`config.mk`:
```
export PLATFORM = sky130hd
export DESIGN_NAME = fetch_stage
export DESIGN_NICKNAME = d
export VERILOG_FILES = /design/src/rtl/pipeline_pkg.sv /design/src/rtl/branch_target_adder.sv /design/src/rtl/fetch_stage.sv
export SDC_FILE = /design/constraint.sdc
export NUM_CORES = 1
export LEC_CHECK = 0
export ABC_AREA = 1
export BUFFER_PORTS_ARGS = -buffer_cell sky130_fd_sc_hd__buf_2
export CAP_MARGIN = 25
export CORE_MARGIN = 2
export CORE_UTILIZATION = 45
export DETAILED_ROUTE_END_ITERATION = 10
export PLACE_DENSITY = 0.68
export SLEW_MARGIN = 0
export SYNTH_ARGS = -nofsm -noshare
export SYNTH_HDL_FRONTEND = slang
export SYNTH_SLANG_ARGS = --single-unit
```
`constraint.sdc`:
```
create_clock -name clk -period 2.2 [get_ports clk]
set_input_delay 0.33 -clock clk [delete_from_list [all_inputs] [get_ports clk]]
set_output_delay 0.33 -clock clk [all_outputs]
set_load 0.1 [all_outputs]
```
`src/rtl/pipeline_pkg.sv`:
```
// ============================================================================
// Module      : pipeline_pkg
// Description : Types and constants shared across the LEGv8 pipeline stages.
// Revision    : 1.0 - initial release
// ============================================================================
`default_nettype none

package pipeline_pkg;

  // Canonical architectural NOP encoding, used for bubbles and flushes.
  localparam logic [31:0] NOP_INSTR = 32'hD503201F;

  typedef enum logic [1:0] {
    ISSUE = 2'd0,
    WAIT  = 2'd1,
    HOLD  = 2'd2,
    DROP  = 2'd3
  } fetch_state_t;

  typedef struct packed {
    logic [31:0] instruction;
    logic [63:0] pc;
    logic        valid;
  } ifid_t;

endpackage : pipeline_pkg

`default_nettype wire

```
`src/rtl/branch_target_adder.sv`:
```
// ============================================================================
// Module      : branch_target_adder
// Description : 64-bit branch target, base + (word offset << 2), wrapping.
// Revision    : 1.0 - initial release
// ============================================================================
`default_nettype none

module branch_target_adder (
  input  logic [63:0] i_base,
  input  logic [63:0] i_offset,
  output logic [63:0] o_target
);

  assign o_target = i_base + {i_offset[61:0], 2'b00};

endmodule : branch_target_adder

`default_nettype wire

```
`src/rtl/fetch_stage.sv`:
```
// ============================================================================
// Module      : fetch_stage
// Description : Instruction fetch with one-outstanding memory requests and the
//               IF/ID pipeline register.
// Revision    : 1.0 - initial release
// ============================================================================
`default_nettype none

module fetch_stage
  import pipeline_pkg::*;
#(
  parameter logic [63:0] RESET_PC  = 64'h0,
  parameter logic [31:0] NOP_INSTR = pipeline_pkg::NOP_INSTR
) (
  input  logic        clk,
  input  logic        reset,
  output logic        imem_req,
  output logic [63:0] imem_addr,
  input  logic [31:0] imem_rdata,
  input  logic        imem_valid,
  input  logic        stall,
  input  logic        br_taken,
  input  logic [63:0] br_pc,
  input  logic [63:0] br_offset,
  output logic [31:0] IFID_instruction,
  output logic [63:0] IFID_pc,
  output logic        IFID_valid
);

  fetch_state_t r_state;
  fetch_state_t w_state_nxt;
  logic [63:0]  r_pc;
  logic [63:0]  w_pc_nxt;
  ifid_t        r_ifid;
  ifid_t        w_ifid_nxt;
  logic [31:0]  r_skid;
  logic [31:0]  w_skid_nxt;
  logic         r_run;
  logic         w_req;
  logic [63:0]  w_br_target;

  branch_target_adder u_br_adder (
    .i_base   (br_pc),
    .i_offset (br_offset),
    .o_target (w_br_target)
  );

  // r_run keeps the first request off until the first edge after reset release.
  assign w_req = r_run && (r_state == ISSUE);

  always_comb begin
    w_state_nxt = r_state;
    w_pc_nxt    = r_pc;
    w_ifid_nxt  = r_ifid;
    w_skid_nxt  = r_skid;

    if (br_taken) begin
      w_pc_nxt   = w_br_target;
      w_ifid_nxt = '{instruction: NOP_INSTR, pc: 64'h0, valid: 1'b0};
      case (r_state)
        ISSUE:      w_state_nxt = w_req ? DROP : ISSUE;
        WAIT, DROP: w_state_nxt = imem_valid ? ISSUE : DROP;
        default:    w_state_nxt = ISSUE;
      endcase
    end else begin
      case (r_state)
        ISSUE: begin
          if (w_req) w_state_nxt = WAIT;
        end
        WAIT: begin
          if (imem_valid) begin
            if (stall) begin
              w_skid_nxt  = imem_rdata;
              w_state_nxt = HOLD;
            end else begin
              w_ifid_nxt  = '{instruction: imem_rdata, pc: r_pc, valid: 1'b1};
              w_pc_nxt    = r_pc + 64'd4;
              w_state_nxt = ISSUE;
            end
          end else if (!stall) begin
            w_ifid_nxt.instruction = NOP_INSTR;
            w_ifid_nxt.valid       = 1'b0;
          end
        end
        HOLD: begin
          if (!stall) begin
            w_ifid_nxt  = '{instruction: r_skid, pc: r_pc, valid: 1'b1};
            w_pc_nxt    = r_pc + 64'd4;
            w_state_nxt = ISSUE;
          end
        end
        DROP: begin
          if (imem_valid) w_state_nxt = ISSUE;
        end
        default: w_state_nxt = ISSUE;
      endcase
    end
  end

  always_ff @(posedge clk or negedge reset) begin
    if (!reset) begin
      r_state <= ISSUE;
      r_pc    <= RESET_PC;
      r_ifid  <= '{instruction: NOP_INSTR, pc: 64'h0, valid: 1'b0};
      r_skid  <= 32'h0;
      r_run   <= 1'b0;
    end else begin
      r_state <= w_state_nxt;
      r_pc    <= w_pc_nxt;
      r_ifid  <= w_ifid_nxt;
      r_skid  <= w_skid_nxt;
      r_run   <= 1'b1;
    end
  end

  assign imem_req         = w_req;
  assign imem_addr        = r_pc;
  assign IFID_instruction = r_ifid.instruction;
  assign IFID_pc          = r_ifid.pc;
  assign IFID_valid       = r_ifid.valid;

endmodule : fetch_stage

`default_nettype wire
```
After elaboration in Yosys (flattened, before gate mapping)
Index checks and enable logic that the tools add are counted.
- output and inout port bits: 162
- logic and storage cells: 50
- input bits: 165
- flip-flop bits (word level): 196
- reductions and logical operators: 9
- equality and inequality tests: 8
- muxes and demuxes: 23
- add/sub/neg operators: 2
- bitwise operators: 1
- operators with widths (kind ; count):
    $mux W97 ; 3
    $mux W64 ; 4
    $pmux W97 S2 ; 1
    $pmux W64 S2 ; 1
    $add A64 B3 Y64 const B ; 1
    $add A64 B64 Y64 ; 1
    $mux W32 ; 2
    $mux W2 ; 8
    $ne A3 B3 Y1 const B ; 5
    $reduce_and A4 Y1 ; 3
    $pmux W2 S4 ; 1
    $eq A2 B2 Y1 const B ; 2
    $pmux W2 S2 ; 1
    $reduce_and A3 Y1 ; 1
    $reduce_bool A3 Y1 ; 1
    $eq A2 B1 Y1 const B ; 1
    $logic_not A2 Y1 ; 1
    $mux W1 ; 2
    $reduce_and A2 Y1 ; 1
    $reduce_or A2 Y1 ; 1
    $logic_and A1 B1 Y1 ; 1
    $not A1 Y1 ; 1

Logic depth before layout (Yosys ltp)
- depth after elaboration: 5
- mapped depth: 16
- gate-level depth less buffers: 16

Modules after synthesis
From an unflattened synthesis, not the netlist that was laid out.
- cells, all modules: 2697
- area, all modules: 16120.5 um2
- modules (own cells, without submodules) (module ; seq. area each (um2) ; cells each ; area an instance (um2) ; instances):
    fetch_stage ; 4921.0 ; 1471 ; 10451.3 ; 1
    branch_target_adder ; 0.0 ; 1226 ; 5669.2 ; 1

Least setup slack after synthesis
OpenSTA, ideal clock, no wires.
- path type: reg-to-reg
- from: reg r_pc[3] (netlist: imem_addr[3])
- to: reg r_pc[62] (netlist: imem_addr[62])
- path buffers: 0
- data required time: 2.077 ns
- path slack: -0.370 ns
- arrival: 2.448 ns
- cell stages (with the launch flop): 12
- clock period less this slack: 2.570 ns
- setup time: 0.123 ns
- path through: dfrtp_1 > ha_1 > nand2_1 > nor2_2 > inv_1 > nor2_1 > nor3b_2 > nand3_1 > nand2_1 > nand2_1 > a21oi_1 > a21boi_1
- word-level cells in the longest chain between the ends: 5
- RTL lines (element ; line ; source):
    from (decl) ; fetch_stage.sv:32 ; logic [63:0] r_pc;
    from (signal assigned) ; fetch_stage.sv:109 ; r_pc <= w_pc_nxt;
    $add A64 B3 Y64 * ; fetch_stage.sv:77, fetch_stage.sv:88 ;
    $mux W64 * ; fetch_stage.sv:72, fetch_stage.sv:86 ;
    $mux W64 ; fetch_stage.sv:71 ; if (imem_valid) begin
    $pmux W64 S2 * ; fetch_stage.sv:66 ; case (r_state)
    $mux W64 * ; fetch_stage.sv:57 ; if (br_taken) begin
Every way passes the cells marked *; elsewhere a longest branch is shown, timed or not. The select of a mux whose other input is x is not followed.
A chain may end at the register's enable or synchronous reset.

Worst setup path in the final report
- from: reg r_pc[3] (netlist: imem_addr[3])
- to: reg r_pc[18] (netlist: imem_addr[18])
The elaborated chain is that of the path after synthesis.

==> results.md <==
* Leakage at around 11 nW
* Gate Count Post-Synth at roughly 2400
* Slew Limit Fails at 0
* DR WL/cell at around 17 microns
* Worst R2R Setup Slack at around 0.089 ns
* Post-synthesis compound-gate area fraction at approximately 15%
* # IOs at 327
* Largest net degree at the start of global routing at about 110
* Clk slew on worst S/H paths at about 0.070 ns
* Via density at 5.174
* CP required at approximately 2.6 ns
* Share of the synthesized area in the top cell type at approximately 30%
* Fmax at around 470 MHz
* Max Cap Viol at 0
* Die Ht at roughly 190 microns
* Combinational family with the most area after synthesis: simple AND/OR/NAND/NOR gates
* Synth unique cells at 47
* Synth Area in Adders at under 10%
* Clk root buf: clkbuf_16
* Clk sinks at about 200
* Final min period at roughly 2.1 ns
* Post-synthesis mux area share at less than 1%
* Critical path peak fanout at 5
* Yosys top cell by area: dfrtp_1
* Pwr per Cell Area at 1441 nW/um^2
* Worst-path cell chain: ha_1 -> nand2_1 -> nor2_2 -> nand2_1 -> nor2_1 -> buf_4 -> xor2_1 -> a21oi_1 -> a22oi_1
* I/O Buffers at 324
* Post-synth EDFFs at 0
* CP peak stage delay at 0.45 ns
* Hold Violations, Final at 0
* Most frequent CP cell: nand2_1
* Inst Count DP at around 3300
* RSZ-0062 raised after global routing: false
* Final setup viols at 0
* Die width at between 150 and 200 microns
* Fin Hold WS at 0.07854 ns
* Most frequent cell after synthesis: nand2_1
* Crit Path Class: reg -> reg
* GRT Overall Usage at between 30% and 40%
* Placed cell areas at 19250 sq um
* Setup WS post-layout at 0.08925 ns
* Synth-to-Final Area Change at 28.95%
* GPL Wtd Cong at between 0.9 and 1
* Main synth FF type: dfrtp_1
* Synth Warn # at 0
* Initial antenna violation count at 0
* Final Non-Filler Cells at around 3400
* Worst slew pin tran at around 0.55 ns
* First-pass detailed-route iteration total at 8
* Fin Clk Skew at 0.01298 ns
* Avg Cell Area, Syn at ~6.4 sq um
* Crit path max-delay family: simple AND/OR/NAND/NOR gates
* Final Instance Area at around 20000 sq um
* Critical Path Start Type: flop
* Final Cycle Share at 95.94%
* Worst r2r src: imem_addr[3]
* R2R depth at 9
* # rows at 67
* Worst path slowest cell: dfrtp_4
* Simple-gate share of the synthesized area at between 30 and 40%
* Worst Path Buf+Inv at 1
* Async SR Flop Fraction at 100.0%
* Worst Hold Launch: br_pc[1]
* First-pass GRT wire length at between 80000 and 90000 microns
* Antenna Cells at 0
* WL final at about 58000 microns
* Syn Nets at between 2000 and 3000
* Detailed Route Iter0 Violations at 1361
* DRC at 0
* Slew headroom at between 60% and 70%
* Yosys reg bits at between 150 and 200
* Status: finished, final reports clean
* Sequential share of the synthesized area at between 30% and 40%
* H-Tree Depth at 4
* Type of the worst min-delay path: in -> reg
* Pre-CTS WS at -0.2420 ns
* Core ar. at 33700 sq um
* Setup crit end kind: flop
* Final HPWL from detailed placement at 47220 microns
* Crit path DAT at about 2.5 ns
* Layout cells sized above 1 at about a quarter
* CTS Buf Count at 17
* R2R Path End: imem_addr[18]
* ANT nets after route at 0
* GRT Residual Overflow at 0
* Hold path cells at 3
* Initial Utilization at about 46%
* Area contributors post-synth: dfrtp_1, nand2_1, inv_1
* Min-Delay Endpoint: imem_addr[1]
* Total negative slack at 0 ns
* Mapped Area at roughly 15000 sq um
* Critical Path Stages at 9
* Most instantiated cells after synthesis: nand2_1, inv_1, nor2_1
* Clk buf depth at 2
* Vias in the first global route at approximately 16000
* Via count at between 15000 and 20000
* Die Area at between 30000 and 40000 sq um
* Latest clock arrival within the worst-skew pair at about 0.45 ns
* Final-stage net count at ~3100
* Post-synthesis xor/xnor area fraction at ~3.1%
* Maximum VDD drop at roughly 1600 uV
* CTS tree: built
==> routing by layer <==
layer	share of wire [%]	track usage [%]	up-vias
met4	4.7	14.28	0
met5	0	0	-
met1	43	41.07	7983
li1	-	-	8650
met3	6.9	4.560	123
met2	46	52.63	679
==> per-stage QoR <==
| step | total power [mW] | util [%] |
|---|---|---|
| after floorplan | 20.68 | - |
| after global placement | 24.96 | 57.14 |
| after detailed placement | 25.21 | 57.14 |
| after CTS | 28.65 | 59.03 |
| after global routing | 30.02 | 59.17 |
| final | 28.73 | 59.17 |
==> logic make-up after synthesis <==
family | Yosys count
AO/OA/AOI/OAI | 380
XOR/XNOR | 55
adder cells (fa/ha/maj) | 63
buffers and inverters | 446
flip-flops | 196
multiplexers | 13
other | 1
AND/OR/NAND/NOR | 1245
==> final cells by class <==
| cell class | count | area, sq um |
|---|---|---|
| Tap cell | 448 | 560.5 |
| Clock inverter | 11 | 167.7 |
| Sequential cell | 196 | 4974 |
| Inverter | 378 | 1423 |
| Multi-Input combinational cell | 1757 | 8842 |
| Timing Repair Buffer | 559 | 3512 |
| Clock buffer | 21 | 460.4 |
| Fill cell | 3368 | 13760 |
==> report_power, final <==
part           total [mW]  internal, mW  switching [mW]
Clock                3.39          1.89            1.51
Combinational        18.6          3.66            15.0
Sequential           6.69          5.30            1.38
==> state kept, by name, indices dropped and copies added (netlist names) <==
| register | cells |
|---|---|
| r_run | 1 |
| IFID_pc | 64 |
| IFID_valid | 1 |
| imem_addr | 64 |
| IFID_instruction | 32 |
| r_skid | 32 |
| r_state | 2 |
==> worst register-to-register path, stage by stage (launching register included) <==
cell	delay [ns]
dfrtp_4	0.45
ha_1	0.18
nand2_1	0.09
nor2_2	0.22
nand2_1	0.15
nor2_1	0.32
buf_4	0.19
xor2_1	0.16
a21oi_1	0.09
a22oi_1	0.17
==> worst max-delay path by stage <==
| stage | start | to | slack (ns) |
|---|---|---|---|
| 2_1_floorplan | imem_addr[22] | imem_addr[43] | 0.004 |
| 3_3_place_gp | br_pc[61] | imem_addr[63] | -0.23 |
| 3_5_place_dp | br_pc[18] | imem_addr[43] | -0.24 |
| 4_1_cts | imem_addr[3] | imem_addr[56] | 0.08 |
| 5_1_grt | imem_addr[17] | imem_addr[61] | 0.002 |
| 6_report | imem_addr[3] | imem_addr[18] | 0.09 |
==> cells in the final DEF, fill, tap and decap left out, types with 5 or more instances in the layout <==
cell,instances
nand4_1,22
o21bai_1,10
nor2_4,5
inv_2,5
nand2_1,807
inv_1,372
dfrtp_2,36
o21ai_0,92
dfrtp_1,145
buf_4,226
nor3_1,40
nand3_1,121
a21boi_0,8
a21boi_1,14
nor4_1,5
nand3b_1,15
buf_2,322
clkbuf_16,17
mux2_2,13
a21oi_1,131
xor2_1,54
a22oi_1,21
o31ai_1,59
buf_12,9
nor2_1,210
a31oi_1,32
ha_1,62
dfstp_2,13
==> timing repair <==
item,4_1_cts,5_1_grt
setup endpoints to repair,0,8
buffers inserted,0,2
endpoints found under the hold margin,40,0
gates resized for setup,0,8
hold buffers,1,0
(Power assumes the default switching activity.)
